**config.mk**
```make
export PLATFORM = sky130hd
export DESIGN_NAME = nn_share_sched
export DESIGN_NICKNAME = d
export VERILOG_FILES = /design/src/rtl/nn_sched_pkg.sv /design/src/rtl/nn_share_sched_rr_arb2.sv /design/src/rtl/nn_share_sched.sv
export SDC_FILE = /design/constraint.sdc
export NUM_CORES = 1
export LEC_CHECK = 0
export ABC_AREA = 0
export BUFFER_PORTS_ARGS = -buffer_cell sky130_fd_sc_hd__buf_2
export CORE_MARGIN = 1.5
export CORE_UTILIZATION = 41
export CTS_BUF_LIST = sky130_fd_sc_hd__clkbuf_4 sky130_fd_sc_hd__clkbuf_8
export CTS_CLUSTER_DIAMETER = 120
export DETAILED_ROUTE_END_ITERATION = 8
export PLACE_DENSITY = 0.81
export SYNTH_ARGS = -nofsm -noshare
export SYNTH_HDL_FRONTEND = slang
export SYNTH_SLANG_ARGS = --single-unit
```
**constraint.sdc**
```tcl
create_clock -name clk -period 1.51 [get_ports clk]
set_clock_uncertainty 0.1 [all_clocks]
set_input_delay 0.302 -clock clk [delete_from_list [all_inputs] [get_ports clk]]
set_output_delay 0.302 -clock clk [all_outputs]
set_load 0.05 [all_outputs]
```
**src/rtl/nn_sched_pkg.sv**
```systemverilog
// Shared types and sizing helpers for the nn_share_sched evaluator scheduler.
package nn_sched_pkg;

  typedef enum logic [1:0] {
    ST_IDLE = 2'd0,
    ST_EVAL = 2'd1,
    ST_RESP = 2'd2
  } state_e;

  localparam int unsigned DEF_IN_W  = 9;
  localparam int unsigned DEF_OUT_W = 8;

  // Settle counter holds SETTLE-1 down to 0; never narrower than one bit.
  function automatic int unsigned cnt_width(input int unsigned settle);
    return (settle > 1) ? $clog2(settle) : 1;
  endfunction

endpackage

```
**src/rtl/nn_share_sched_rr_arb2.sv**
```systemverilog
// Two-way round-robin grant: a lone requester wins, a tie goes to the one not served last.
module rr_arb2 (
  input  logic [1:0] valid,
  input  logic       last,
  output logic       grant,
  output logic       any
);

  always_comb begin
    any = |valid;
    case (valid)
      2'b10:   grant = 1'b1;
      2'b11:   grant = ~last;
      default: grant = 1'b0;
    endcase
  end

endmodule

```
**src/rtl/nn_share_sched.sv**
```systemverilog
// Time-shares one combinational evaluator between two requesters: arbitrate, hold
// operands for a settle interval, then return the captured result with its requester ID.
module nn_share_sched
  import nn_sched_pkg::*;
#(
  parameter int IN_W   = DEF_IN_W,
  parameter int OUT_W  = DEF_OUT_W,
  parameter int SETTLE = 2
) (
  input  logic             clk,
  input  logic             rst,
  input  logic             req0_valid,
  output logic             req0_ready,
  input  logic [IN_W-1:0]  req0_in1,
  input  logic [IN_W-1:0]  req0_in2,
  input  logic             req1_valid,
  output logic             req1_ready,
  input  logic [IN_W-1:0]  req1_in1,
  input  logic [IN_W-1:0]  req1_in2,
  output logic [IN_W-1:0]  nn_in1,
  output logic [IN_W-1:0]  nn_in2,
  input  logic [OUT_W-1:0] nn_out,
  output logic             rsp_valid,
  input  logic             rsp_ready,
  output logic [OUT_W-1:0] rsp_data,
  output logic             rsp_id,
  output logic             busy
);

  localparam int              CNT_W    = cnt_width(SETTLE);
  localparam logic [CNT_W-1:0] CNT_LOAD = CNT_W'(SETTLE - 1);

  state_e             state_q, state_d;
  logic [CNT_W-1:0]   cnt_q, cnt_d;
  logic [IN_W-1:0]    nn_in1_q, nn_in1_d;
  logic [IN_W-1:0]    nn_in2_q, nn_in2_d;
  logic [OUT_W-1:0]   rsp_data_q, rsp_data_d;
  logic               rsp_valid_q, rsp_valid_d;
  logic               rsp_id_q, rsp_id_d;
  logic               last_q, last_d;

  logic grant;
  logic any_req;
  logic req_hs;

  rr_arb2 u_arb (
    .valid ({req1_valid, req0_valid}),
    .last  (last_q),
    .grant (grant),
    .any   (any_req)
  );

  // State register.
  // NOTE: sequential state uses non-blocking assignments so every flop samples pre-edge values.
  always_ff @(posedge clk or posedge rst) begin
    if (rst) state_q <= ST_IDLE;
    else     state_q <= state_d;
  end

  // Next-state logic.
  // NOTE: every comb output gets a default first so no path can infer a latch.
  always_comb begin
    state_d = state_q;
    case (state_q)
      ST_IDLE: if (req_hs)           state_d = ST_EVAL;
      ST_EVAL: if (cnt_q == '0)      state_d = ST_RESP;
      ST_RESP: if (rsp_ready)        state_d = ST_IDLE;
      default:                       state_d = ST_IDLE;
    endcase
  end

  // Output decoding; readies are held low throughout reset.
  always_comb begin
    req_hs     = (state_q == ST_IDLE) && !rst && any_req;
    req0_ready = req_hs && !grant;
    req1_ready = req_hs && grant;
    busy       = (state_q != ST_IDLE);
    nn_in1     = nn_in1_q;
    nn_in2     = nn_in2_q;
    rsp_valid  = rsp_valid_q;
    rsp_data   = rsp_data_q;
    rsp_id     = rsp_id_q;
  end

  // Datapath: operands latch only on a request handshake, result only at counter zero.
  always_comb begin
    cnt_d       = cnt_q;
    nn_in1_d    = nn_in1_q;
    nn_in2_d    = nn_in2_q;
    rsp_data_d  = rsp_data_q;
    rsp_valid_d = rsp_valid_q;
    rsp_id_d    = rsp_id_q;
    last_d      = last_q;
    case (state_q)
      ST_IDLE: begin
        if (req_hs) begin
          nn_in1_d = grant ? req1_in1 : req0_in1;
          nn_in2_d = grant ? req1_in2 : req0_in2;
          rsp_id_d = grant;
          last_d   = grant;
          cnt_d    = CNT_LOAD;
        end
      end
      ST_EVAL: begin
        if (cnt_q == '0) begin
          rsp_data_d  = nn_out;
          rsp_valid_d = 1'b1;
        end else begin
          cnt_d = cnt_q - CNT_W'(1);
        end
      end
      ST_RESP: if (rsp_ready) rsp_valid_d = 1'b0;
      default: ;
    endcase
  end

  always_ff @(posedge clk or posedge rst) begin
    if (rst) begin
      cnt_q       <= '0;
      nn_in1_q    <= '0;
      nn_in2_q    <= '0;
      rsp_data_q  <= '0;
      rsp_valid_q <= 1'b0;
      rsp_id_q    <= 1'b0;
      last_q      <= 1'b1;
    end else begin
      cnt_q       <= cnt_d;
      nn_in1_q    <= nn_in1_d;
      nn_in2_q    <= nn_in2_d;
      rsp_data_q  <= rsp_data_d;
      rsp_valid_q <= rsp_valid_d;
      rsp_id_q    <= rsp_id_d;
      last_q      <= last_d;
    end
  end

endmodule

```
# Word-level counts from Yosys, hierarchy flattened
# Cells that the tools add are included.
[totals] regBits=32 output_inout_bits=31
[classes] addsub=1 n_eq_ne=7 muxes=13 bitwise_logic=2 reduce_logical=16
[op_table] operator="9-bit two-way mux" n=2
[op_table] operator="2-bit == test (second input constant)" n=3
[op_table] operator="2-bit two-way mux" n=3
[op_table] operator="2-bit inequality test (second input constant)" n=3
[op_table] operator="1-bit one-hot mux with 2 select lines" n=3
[op_table] operator="2-bit one-hot mux with 3 select lines" n=1
[op_table] operator="2-bit AND reduction" n=3
[op_table] operator="3-bit AND reduction" n=2
[op_table] operator="2-bit nonzero test" n=3
[op_table] operator="1-bit logical AND" n=4
[op_table] operator="1-bit two-way mux" n=4
[op_table] operator="2-bit by 1-bit == test with 1-bit output (second input constant)" n=1
[op_table] operator="1-bit zero test" n=2
[op_table] operator="2-bit zero test" n=1
[op_table] operator="1-bit NOT" n=2
[op_table] operator="2-bit OR reduction" n=1
[op_table] operator="1-bit subtractor (second input constant)" n=1

# Logic depth before layout (Yosys ltp)
# Gate-level depths: netlist of run 1.
[logic_depth] word_depth=5 ltp_mapped=5

# Hierarchy
# A second synthesis of run 1 with hierarchy kept.
[hier_totals] cells_unflattened=125 hier_area_um2=1501.4
[modules_own_cells] module="nn_share_sched" n_inst=1 cells_each=123 area_each_um2=1487.7 seq_area_each_um2=802.0
[modules_own_cells] module="rr_arb2" n_inst=1 cells_each=2 area_each_um2=13.8 seq_area_each_um2=0.0

# Worst setup path before layout of run 1
# OpenSTA, ideal clock, no wires.
[synth_timing] path_kind="flip-flop to output port" start="register state_q[0]" end="output req0_ready" t_arrival_ns=2.196 required_time_ns=1.108 path_slack_ns=-1.088 stages_incl_launch_ff=5 path_buffers=2 cell_sequence="dfrtp_1 or3_1 buf_6 buf_6 nor3b_1"
[synth_via] elab_chain_cells=4
[synth_lines] item="from (decl)" line="nn_share_sched.sv:33" source="state_e state_q, state_d;"
[synth_lines] item="from (signal assigned)" line="nn_share_sched.sv:57" source="else state_q <= state_d;"
[synth_lines] item="2-bit zero test" line="nn_share_sched.sv:74" source="req_hs = (state_q == ST_IDLE) && !rst && any_req;"
[synth_lines] item="1-bit logical AND (2 in a row)" line="nn_share_sched.sv:74"
[synth_lines] item="1-bit logical AND" line="nn_share_sched.sv:75" source="req0_ready = req_hs && !grant;"
[synth_lines] item="to (decl)" line="nn_share_sched.sv:13" source="output logic req0_ready,"
# No other way between the ends.

# Worst setup path after layout of run 1
[layout_timing] start="register state_q[1]" end="output req0_ready"
# Same word-level chain as after synthesis.

==> results.tsv, run 1 <==
metric	value	unit
path_cells	or3_4 -> nor3b_4 -> buf_6	
synthArstFlopShare	100	%
synthCells	128	
dieArea	3820	um2
start_kind	flop	
syn_nets	177	
drtPass1Iterations	5	
maxCapViolCount	0	
routedWlPerCell	15.6	um
clock.fmax	0.509	GHz
min_period	1.97	ns
ioPinCount	80	
startpoint	state_q[1]	
fin_area	2310	um2
max_stage_delay	0.41	ns
core_area	3340	um2
numPlacedInstances	257	
cts_tree	yes	
drt-total-wl	4.30	mm
cts_htree_levels	2	
p_sw_share	49.0	%
power_frac_comb	61.9	%
clockBufferDepth	2	
dr.max_layer_used	met4	
clkTransAtPathRegs	0.09	ns
drt_iter0_drc	44	
synthMuxAreaShare	6.36	%
vias	1430	
synth_area_per_cell	11.1	um2
path_buf_inv	1	
drc	0	
finalCritPeriodShare	130	%
hold_viol	0	
switching_power	2670	uW
num_antenna_cells	0	
cts_hold_buf	0	
critical_path_class	reg -> out	
hold_class	in -> async	
cp.required	1.11	ns
ant_nets	0	
finalSetupTns	-2.88	ns
crit_path_end_kind	output port	
grt_max_degree	19	
synth_compound_area_share	15.3	%
dr_wl_met3	364	um
die_w	61.8	um
power_density	2350	nW/um2
netlist_area	1420	um2
wl_met1	1.62	mm
std_cell_rows	21	
cp_slowest_cell	dfrtp_1	
vdd_drop_max	0.00113	V
slew_viol_final	0	
worstMarginPinSlew	0.278	ns
seq_area_frac_synth	56.6	%
worst-path-max-fanout	2	
synth-xor-area-share	0	%
cts_buffers	5	
cpLargestDelayFamily	simple AND/OR/NAND/NOR gates	
grt_util_all_layers	23.7	%
die_y	61.8	um
areaGrowthSynthToFinish	63.2	%
wl_met2	2.26	mm
gp_congestion	0.837	
p_clk_share	9.8	%
grt_pass1_vias	1457	
clock_latency	0.33	ns
p_int	2770	uW
worstPathArrival	1.56	ns
portBuffers	79	
failed_checks	negative setup slack	
synth_edf_count	0	
ys.flop_type	dfrtp_1	
synthAdderAreaFrac	0	%
r2r-start	last_q	
routed_via_density	5.18	
synthSimpleGateAreaFrac	17.0	%
initial_utilization	42.4	%
cts.sinks	32	
ys_types	23	
drive_gt1_share	58.3	%
grt_overflow	0	
fin_nets	278	
pre_cts_ws	-0.176	ns
place_area	1930	um2
root_buffer	clkbuf_4	
ys_ff_latch	32	
finalNonFillerCells	276	
setup_violations	31	
yosys_warnings	0	
max_slew_margin	81.4	%
place_hpwl	2.70	mm
p_leak	0.00117	uW
final_util	69.3	%
seqPwrFrac	28.3	%
synth_top_family_by_area	simple AND/OR/NAND/NOR gates	
layout_setup_ws	-0.456	ns
outcome	finished with violations	
grt_pass1_wl	6.36	mm
rsz0062_at_grt	yes	
antenna_found_initial	0	
[metrics by stage]
step	total power, uW	hold WS (ns)
floorplan	3650	0.291
global placement	4280	0.357
detailed placement	4340	0.365
CTS	5320	0.0268
global route	5710	0.0516
finish	5440	0.0706
[timing repair]
action	in CTS	in global routing
pin swaps	22	6
buffers inserted	9	4
setup endpoints to repair	31	31
gates cloned	3	1
gates resized for setup	38	16
[flip-flops by register name, summed over array words and instances, names as in the netlist]
register	count
rsp_valid	1
rsp_id	1
rsp_data	8
nn_in2	9
last_q	1
state_q	2
nn_in1	9
cnt_q	1
[synthesized netlist by cell type, types with 2 or more instances]
master | number | area [um2]
dfrtp_1 | 31 | 776
nand2_1 | 22 | 82.6
nor3_1 | 19 | 95.1
a221o_1 | 18 | 180
mux2_2 | 8 | 90.1
buf_2 | 6 | 30.0
nor2_1 | 3 | 11.3
a21o_1 | 2 | 15.0
buf_6 | 2 | 22.5
clkbuf_1 | 2 | 7.51
inv_1 | 2 | 7.51
nand2b_1 | 2 | 12.5
[cells in the final DEF, fill, tap and decap left out, drive strengths merged, types with 4 or more instances in the layout]
master / netlist / routed
nand2: 22 / 22
clkbuf: 2 / 9
nor2: 4 / 4
nor3: 19 / 19
dfrtp: 31 / 31
mux2: 8 / 8
buf: 8 / 103
a221o: 18 / 18
[metal layers]
| layer | up-vias | global-route usage, % |
|---|---|---|
| met5 | - | 0 |
| met4 | 0 | 10.0 |
| met3 | 6 | 6.83 |
| met2 | 81 | 42.9 |
| met1 | 669 | 25.9 |
| li1 | 674 | - |
[power groups by stage]
stage	Combinational, uW	Sequential (uW)	Clock [uW]
after floorplan	867	2790	0
after global placement	2770	1510	0
after detailed placement	2830	1510	0
after CTS	3260	1510	548
after global routing	3530	1590	592
final	3360	1540	535
[cells by family (layout without fill, tap and decap cells)]
| kind of cell | after synthesis | after routing |
|---|---|---|
| muxes | 8 | 8 |
| and+or+nand+nor | 52 | 52 |
| buffers and inverters | 12 | 114 |
| AOI/OAI and AO/OA | 24 | 24 |
| DFF | 32 | 32 |
[layout make-up]
class,instances,area (um2)
flip-flops and latches,32,802
multi-input cells,84,653
fillers,276,1030
inverters,2,7.51
repair buffers,104,724
clock buffers,8,66.3
well taps,46,57.6
[tightest hold or removal path: cells and delay by family]
family,cells,cell delay [ns]
buf+inv,4,0.55
[final timing paths]
| kind | end | slack [ns] | depth (start not counted) |
|---|---|---|---|
| hold reg to reg | rsp_id | 0.40 | 1 |
| max in group asynchronous | last_q | 0.97 | 4 |
| setup / recovery | req0_ready | -0.46 | 3 |
| hold / removal | rsp_data[5] | 0.07 | 4 |
| min in group clk | state_q[1] | 0.09 | 2 |
| setup reg to reg | nn_in2[7] | -0.09 | 5 |
(Power assumes the default switching activity.)
==> run 2: changes to the inputs <==
--- a/config.mk
+++ b/config.mk
@@ -13,6 +13,8 @@
 export CTS_CLUSTER_DIAMETER = 120
 export DETAILED_ROUTE_END_ITERATION = 8
 export PLACE_DENSITY = 0.81
+export SETUP_SLACK_MARGIN = 0.5
+export SLEW_MARGIN = 20
 export SYNTH_ARGS = -nofsm -noshare
 export SYNTH_HDL_FRONTEND = slang
 export SYNTH_SLANG_ARGS = --single-unit
==> results.tsv, run 2 (synthesis results as in run 1) <==
metric	value	unit	change
cts_tree	yes		
ant_nets	0		unchanged
hold_viol	18		+18
die_y	61.8	um	unchanged
grt_overflow	0		unchanged
portBuffers	79		unchanged
die_w	61.8	um	unchanged
slew_viol_final	0		unchanged
r2r-start	state_q[1]		
switching_power	2790	uW	+4.8%
r2r_end	nn_in1[1]		
nFillCells	232		-16%
cts_htree_levels	2		unchanged
cts_buffers	5		unchanged
cpLargestDelayFamily	simple AND/OR/NAND/NOR gates		
std_cell_rows	21		unchanged
worstPathArrival	1.47	ns	-0.09 ns
min_period	1.88	ns	-0.0908 ns
rsz0062_at_grt	yes		
areaGrowthSynthToFinish	74.3	%	
grt_pass1_vias	1512		+3.8%
path_buf_inv	1		unchanged
core_area	3340	um2	unchanged
antenna_found_initial	0		unchanged
drt_iter0_drc	36		-18%
max_slew_margin	70.1	%	-11 points
power_density	2470	nW/um2	+5.1%
p_sw_share	45.7	%	-3.3 points
maxCapViolCount	0		unchanged
critical_path_class	reg -> out		
cts.sinks	32		unchanged
pre_cts_ws	-0.181	ns	-0.00542 ns
place_hpwl	2.67	mm	-1.3%
grt_util_all_layers	24.1	%	+0.36 points
failed_checks	negative hold slack, negative setup slack		
vdd_drop_max	0.00112	V	-1.3%
drtPass1Iterations	5		unchanged
root_buffer	clkbuf_4		
layout_commonest_cell	buf_2		
finalNonFillerCells	287		+4.0%
fin_nets	289		+4.0%
seqPwrFrac	26.7	%	-1.6 points
clkTransAtPathRegs	0.10	ns	about the same
grt_max_degree	21		+2
outcome	finished with violations		
vias	1445		+1.0%
max_stage_delay	0.39	ns	-0.02 ns
num_antenna_cells	0		unchanged
numPlacedInstances	256		-0.39%
startpoint	state_q[1]		
power_frac_comb	65.2	%	+3.3 points
worst-path-max-fanout	2		unchanged
crit_path_end_kind	output port		
start_kind	flop		
routed_via_density	5.03		-2.8%
cp_slowest_cell	dfrtp_1		
layout_setup_ws	-0.365	ns	+0.0908 ns
r2r_setup_slack	-0.30	ns	-0.21 ns
ioPinCount	80		unchanged
finalSetupTns	-6.57	ns	-3.70 ns
clockBufferDepth	2		unchanged
path_cells	or3_4 -> nor3b_4 -> buf_6		
drt-total-wl	4.21	mm	-2.0%
p_clk_share	8.1	%	-1.7 points
p_leak	0.00124	uW	+5.7%
total_power	6110	uW	+12%
r2r_cells	7		+2
hold_ws	-0.0984	ns	-0.169 ns
finalCritPeriodShare	124	%	-6.0 points
drc	0		unchanged
grt_pass1_wl	6.49	mm	+2.1%
clock.fmax	0.533	GHz	+4.8%
routedWlPerCell	14.7	um	-5.8%
dieArea	3820	um2	unchanged
drive_gt1_share	59.3	%	+1.1 points
initial_utilization	42.4	%	unchanged
hold_class	in -> async		
p_int	3310	uW	+20%
setup_violations	31		unchanged
final_cell_mix	buf_2 (48), buf_4 (32), dfrtp_1 (30), buf_6 (30), nand2_1 (22)		
worstMarginPinSlew	0.448	ns	+0.170 ns
gp_congestion	0.776		-7.3%
cp.required	1.11	ns	about the same
clock_latency	0.33	ns	about the same
run 2: cell count changes in the layout (fill, tap and decap cells not counted), moves of 2 or more:
cell	delta
nor3_1	+5
nor3_2	-4
buf_4	+21
buf_16	-2
buf_2	-28
clkbuf_4	-2
clkinv_2	+2
buf_6	+21
run 2: repair_timing:
action / 4_1_cts / 5_1_grt
cloned: 0 / 0
hold endpoints to repair: 18 / 18
pin swaps: 5 / 2
buffers inserted: 15 / 8
setup endpoints to repair: 62 / 63
resized for setup: 80 / 2
run 2: power by group through the flow:
| stage | clock network, uW | logic (uW) | registers, uW |
|---|---|---|---|
| after global routing | 560 | 4180 | 1680 |
| after CTS | 509 | 3790 | 1600 |
| final | 495 | 3980 | 1630 |
| after floorplan | 0 | 901 | 2790 |
| after detailed placement | 0 | 2840 | 1520 |
| after global placement | 0 | 2790 | 1520 |
run 2: stage by stage:
step                instance area, um2  util (%)
detailed placement                1950      58.3
floorplan                         1460         -
global route                      2470      74.0
CTS                               2400      72.0
global placement                  1950      58.3
finish                            2470      74.0
run 2: layout make-up:
class,instances,area (um2),area share [%]
repair buffers,115,903,36.6
multi-input cells,84,632,25.6
clock inverters,2,10.0,0.405
flip-flops and latches,32,803,32.5
clock buffers,6,51.3,2.08
inverters,2,11.3,0.456
well taps,46,57.6,2.33
run 2: how the worst max path moves through the flow:
stage	end	depth (start not counted)
final	req0_ready	3
after global routing	req0_ready	3
after CTS	req0_ready	3
after detailed placement	req0_ready	3
after global placement	req0_ready	4
after floorplan	req0_ready	4
run 2: worst reg2reg max path, cell delays in order (launching register included):
cell,delay (ns)
dfrtp_1,0.39
buf_4,0.14
nor3_2,0.21
buf_4,0.15
buf_4,0.09
o21ai_1,0.07
buf_4,0.20
a221o_1,0.36
run 2: per-layer routing:
metal	vias up	part of all wire, %	track usage, %
li1	689	-	-
met1	678	39	25.7
met2	68	50	42.1
met3	10	7.8	8.70
met4	0	2.6	11.9
met5	-	0	0
==> run 3: changes to the inputs <==
--- a/config.mk
+++ b/config.mk
@@ -6,13 +6,13 @@
 export NUM_CORES = 1
 export LEC_CHECK = 0
 export ABC_AREA = 0
-export BUFFER_PORTS_ARGS = -buffer_cell sky130_fd_sc_hd__buf_2
 export CORE_MARGIN = 1.5
-export CORE_UTILIZATION = 41
+export CORE_UTILIZATION = 58
 export CTS_BUF_LIST = sky130_fd_sc_hd__clkbuf_4 sky130_fd_sc_hd__clkbuf_8
 export CTS_CLUSTER_DIAMETER = 120
 export DETAILED_ROUTE_END_ITERATION = 8
-export PLACE_DENSITY = 0.81
+export DONT_BUFFER_PORTS = 1
+export PLACE_DENSITY = 0.79
 export SETUP_SLACK_MARGIN = 0.5
 export SLEW_MARGIN = 20
 export SYNTH_ARGS = -nofsm -noshare
==> results.tsv, run 3 <==
metric	value	unit	change
worst_endpoint_kind	primary output		
place_hpwl	2.49	mm	-6.6%
die_y	52.4	um	-15%
synth_top_cell_area_share	54.8	%	unchanged
initial_utilization	62.8	%	+20 points
synthSimpleGateAreaFrac	17.0	%	unchanged
synthMuxAreaShare	6.36	%	unchanged
synth-xor-area-share	0	%	unchanged
std_cell_rows	17		-19%
synthArstFlopShare	100	%	unchanged
cts_htree_levels	2		unchanged
ys_types	23		unchanged
synth_edf_count	0		unchanged
clockBufferDepth	2		unchanged
synth_common_cells	dfrtp_1 (31), nand2_1 (22), nor3_1 (19)		
ioPinCount	80		unchanged
syn_nets	177		unchanged
yosys.area.top_type	dfrtp_1		
place_area	1670	um2	-14%
grt_max_degree	33		
netlist_area	1420	um2	unchanged
worst_endpoint	req0_ready		
synth_area_leaders	dfrtp_1 (55%), a221o_1 (13%), nor3_1 (6.7%)		
synth.most_common_cell	dfrtp_1		
haltStage	global routing		
die_w	52.4	um	-15%
cts_buffers	5		unchanged
synthCells	128		unchanged
yosys_warnings	0		unchanged
synthAdderAreaFrac	0	%	unchanged
synth_top_family_by_area	simple AND/OR/NAND/NOR gates		
error	[ERROR DPL-0038] Utilization greater than 100%, impossible to legalize		
seq_area_frac_synth	56.6	%	unchanged
synth_area_per_cell	11.1	um2	unchanged
ys.flop_type	dfrtp_1		
synth_compound_area_share	15.3	%	unchanged
gp_congestion	0.684		-12%
ys_ff_latch	32		unchanged
root_buffer	clkbuf_4		
portBuffers	0		-100%
outcome	stopped before the end		
cts.sinks	32		unchanged
==> run 3: cell counts after synthesis <==
Identical to the previous run, type by type.
==> run 3: metrics by stage <==
stage	util, %	TNS, ns	cells	hold slack, ns	setup slack (ns)
after floorplan	-	-0.417	128	0.130	-0.417
after detailed placement	73.9	-1.99	174	0.195	-0.137
after global placement	73.9	-0.503	174	0.187	-0.102
after CTS	89.8	-2.86	201	-0.181	-0.461
==> run 3: what timing repair did <==
item,4_1_cts
endpoints found under the setup margin,62
buffers inserted,12
endpoints found under the hold margin,46
pin swaps,1
hold buffers,7
resized for setup,36
==> run 3: cells by family after synthesis <==
family | Yosys count
multiplexers | 8
AO/OA/AOI/OAI | 24
buffers and inverters | 12
AND/OR/NAND/NOR | 52
flip-flops | 32
==> run 4: changes to the inputs <==
--- a/config.mk
+++ b/config.mk
@@ -6,14 +6,11 @@
 export NUM_CORES = 1
 export LEC_CHECK = 0
 export ABC_AREA = 0
-export CORE_MARGIN = 1.5
-export CORE_UTILIZATION = 58
-export CTS_BUF_LIST = sky130_fd_sc_hd__clkbuf_4 sky130_fd_sc_hd__clkbuf_8
-export CTS_CLUSTER_DIAMETER = 120
+export CORE_AREA = 2 2 63 65
 export DETAILED_ROUTE_END_ITERATION = 8
+export DIE_AREA = 0 0 65 67
 export DONT_BUFFER_PORTS = 1
-export PLACE_DENSITY = 0.79
-export SETUP_SLACK_MARGIN = 0.5
+export PLACE_DENSITY_LB_ADDON = 0.15
 export SLEW_MARGIN = 20
 export SYNTH_ARGS = -nofsm -noshare
 export SYNTH_HDL_FRONTEND = slang
==> constraint.sdc (replaced) <==
create_clock -name clk -period 2 [get_ports clk]
set_clock_uncertainty 0.1 [all_clocks]
set_input_delay 0.4 -clock clk [delete_from_list [all_inputs] [get_ports clk]]
set_output_delay 0.4 -clock clk [all_outputs]
set_load 0.05 [all_outputs]
==> results.tsv, run 4 (synthesis results as in run 1) <==
metric	value	unit	change
fin_area	1670	um2	
worst-path-max-fanout	4		
place_hpwl	2.46	mm	-1.2%
hold_depth	1		
worstHoldEndpoint	state_q[1]		
initial_utilization	39.3	%	-24 points
max_stage_delay	0.42	ns	
hold_viol	0		
clockBufferDepth	2		unchanged
antenna_found_initial	0		
vias	1066		
maxCapViolCount	0		
drt_iter0_drc	37		
drc	0		
ioPinCount	80		unchanged
start_kind	flop		
die_w	65	um	+24%
finalSetupTns	0	ns	
min_period	1.99	ns	
r2r-start	state_q[1]		
regArea	802	um2	
core_area	3610	um2	
clock.fmax	0.502	GHz	
multi_input_area	563	um2	
routedWlPerCell	18.7	um	
gp_congestion	0.648		-5.2%
path_cells	or3_4 -> nor3b_4 -> buf_6		
cts_htree_levels	2		unchanged
fin_nets	184		
portBuffers	0		unchanged
areaGrowthSynthToFinish	17.6	%	
r2r_end	rsp_data[7]		
slew_viol_final	0		
grt_util_all_layers	17.6	%	
vdd_drop_max	0.000944	V	
die_y	67	um	+28%
nFillCells	337		
r2r_cells	4		
grt_pass1_vias	1117		
hold_ws	0.108	ns	
finalCritPeriodShare	99.6	%	
cts_buffers	5		unchanged
clkTransAtPathRegs	0.07	ns	
layout_commonest_cell	dfrtp_1		
outcome	finished, final reports clean		
clock_latency	0.28	ns	
num_antenna_cells	0		
crit_path_end_kind	output port		
routed_via_density	5.79		
setup_violations	0		
drtPass1Iterations	4		
std_cell_rows	22		+5
cp.required	1.50	ns	
cts.sinks	32		unchanged
worstMarginPinSlew	0.536	ns	
grt_max_degree	22		
drt-total-wl	3.44	mm	
grt_pass1_wl	5.52	mm	
cts_tree	yes		
root_buffer	clkbuf_8		
grt_overflow	0		
r2r_setup_slack	0.27	ns	
power_density	2180	nW/um2	
min_from	rsp_ready		
place_area	1510	um2	-9.6%
hold_class	in -> reg		
dieArea	4360	um2	
p_leak	0.000731	uW	
worstPathArrival	1.49	ns	
ant_nets	0		
drive_gt1_share	22.1	%	
final_cell_mix	dfrtp_1 (31), nand2_1 (22), nor3_1 (19)		
max_slew_margin	64.2	%	
rsz0062_at_grt	yes		
cp_slowest_cell	or3_4		
critical_path_class	reg -> out		
## run 4: worst max-delay path: cells and delay by family (launching register included)
family	cells	cell delay, ns
simple gates	2	0.62
buf+inv	1	0.18
flops	1	0.41
## run 4: worst max-delay path by stage
stage,end,startpoint,cells past startpoint
after global routing,req0_ready,state_q[1],3
final,req0_ready,state_q[0],3
after floorplan,req0_ready,state_q[0],4
after detailed placement,req0_ready,state_q[0],3
after global placement,req0_ready,state_q[0],3
after CTS,req0_ready,state_q[0],3
## run 4: report_power, final
group / total [uW] / internal [uW] / switching [uW]
combinational: 797 / 404 / 393
clock: 676 / 439 / 237
sequential: 2150 / 947 / 1210
total: 3630 / 1790 / 1840
## run 4: timing repair
item,4_1_cts,5_1_grt
buffers inserted,2,0
hold buffers,1,0
cloned,0,0
setup endpoints to repair,1,1
gates resized for setup,2,0
endpoints found under the hold margin,11,0
## run 4: cell type report
cell class / count / share of cell area (%)
Inverter: 2 / 0.451
Clock buffer: 7 / 5.79
Multi-Input combinational cell: 84 / 33.8
Tap cell: 48 / 3.61
Timing Repair Buffer: 10 / 6.39
Clock inverter: 1 / 1.80
Sequential cell: 32 / 48.2
## run 4: metal layers
layer	routed length, um	global-route usage [%]	up-vias
li1	-	-	479
met1	1340	18.5	529
met2	1690	29.8	52
met3	363	9.63	6
met4	47	6.38	0
met5	0	0	-
## run 4: stage by stage
step | util (%) | power [uW] | setup WS (ns) | std cells
after detailed placement | 41.7 | 2950 | 0.234 | 173
after floorplan | - | 2760 | -0.0252 | 128
after global placement | 41.7 | 2900 | 0.240 | 173
final | 46.2 | 3630 | 0.00775 | 184
after CTS | 46.2 | 3650 | 0.00262 | 184
after global routing | 46.2 | 3800 | -0.0441 | 184
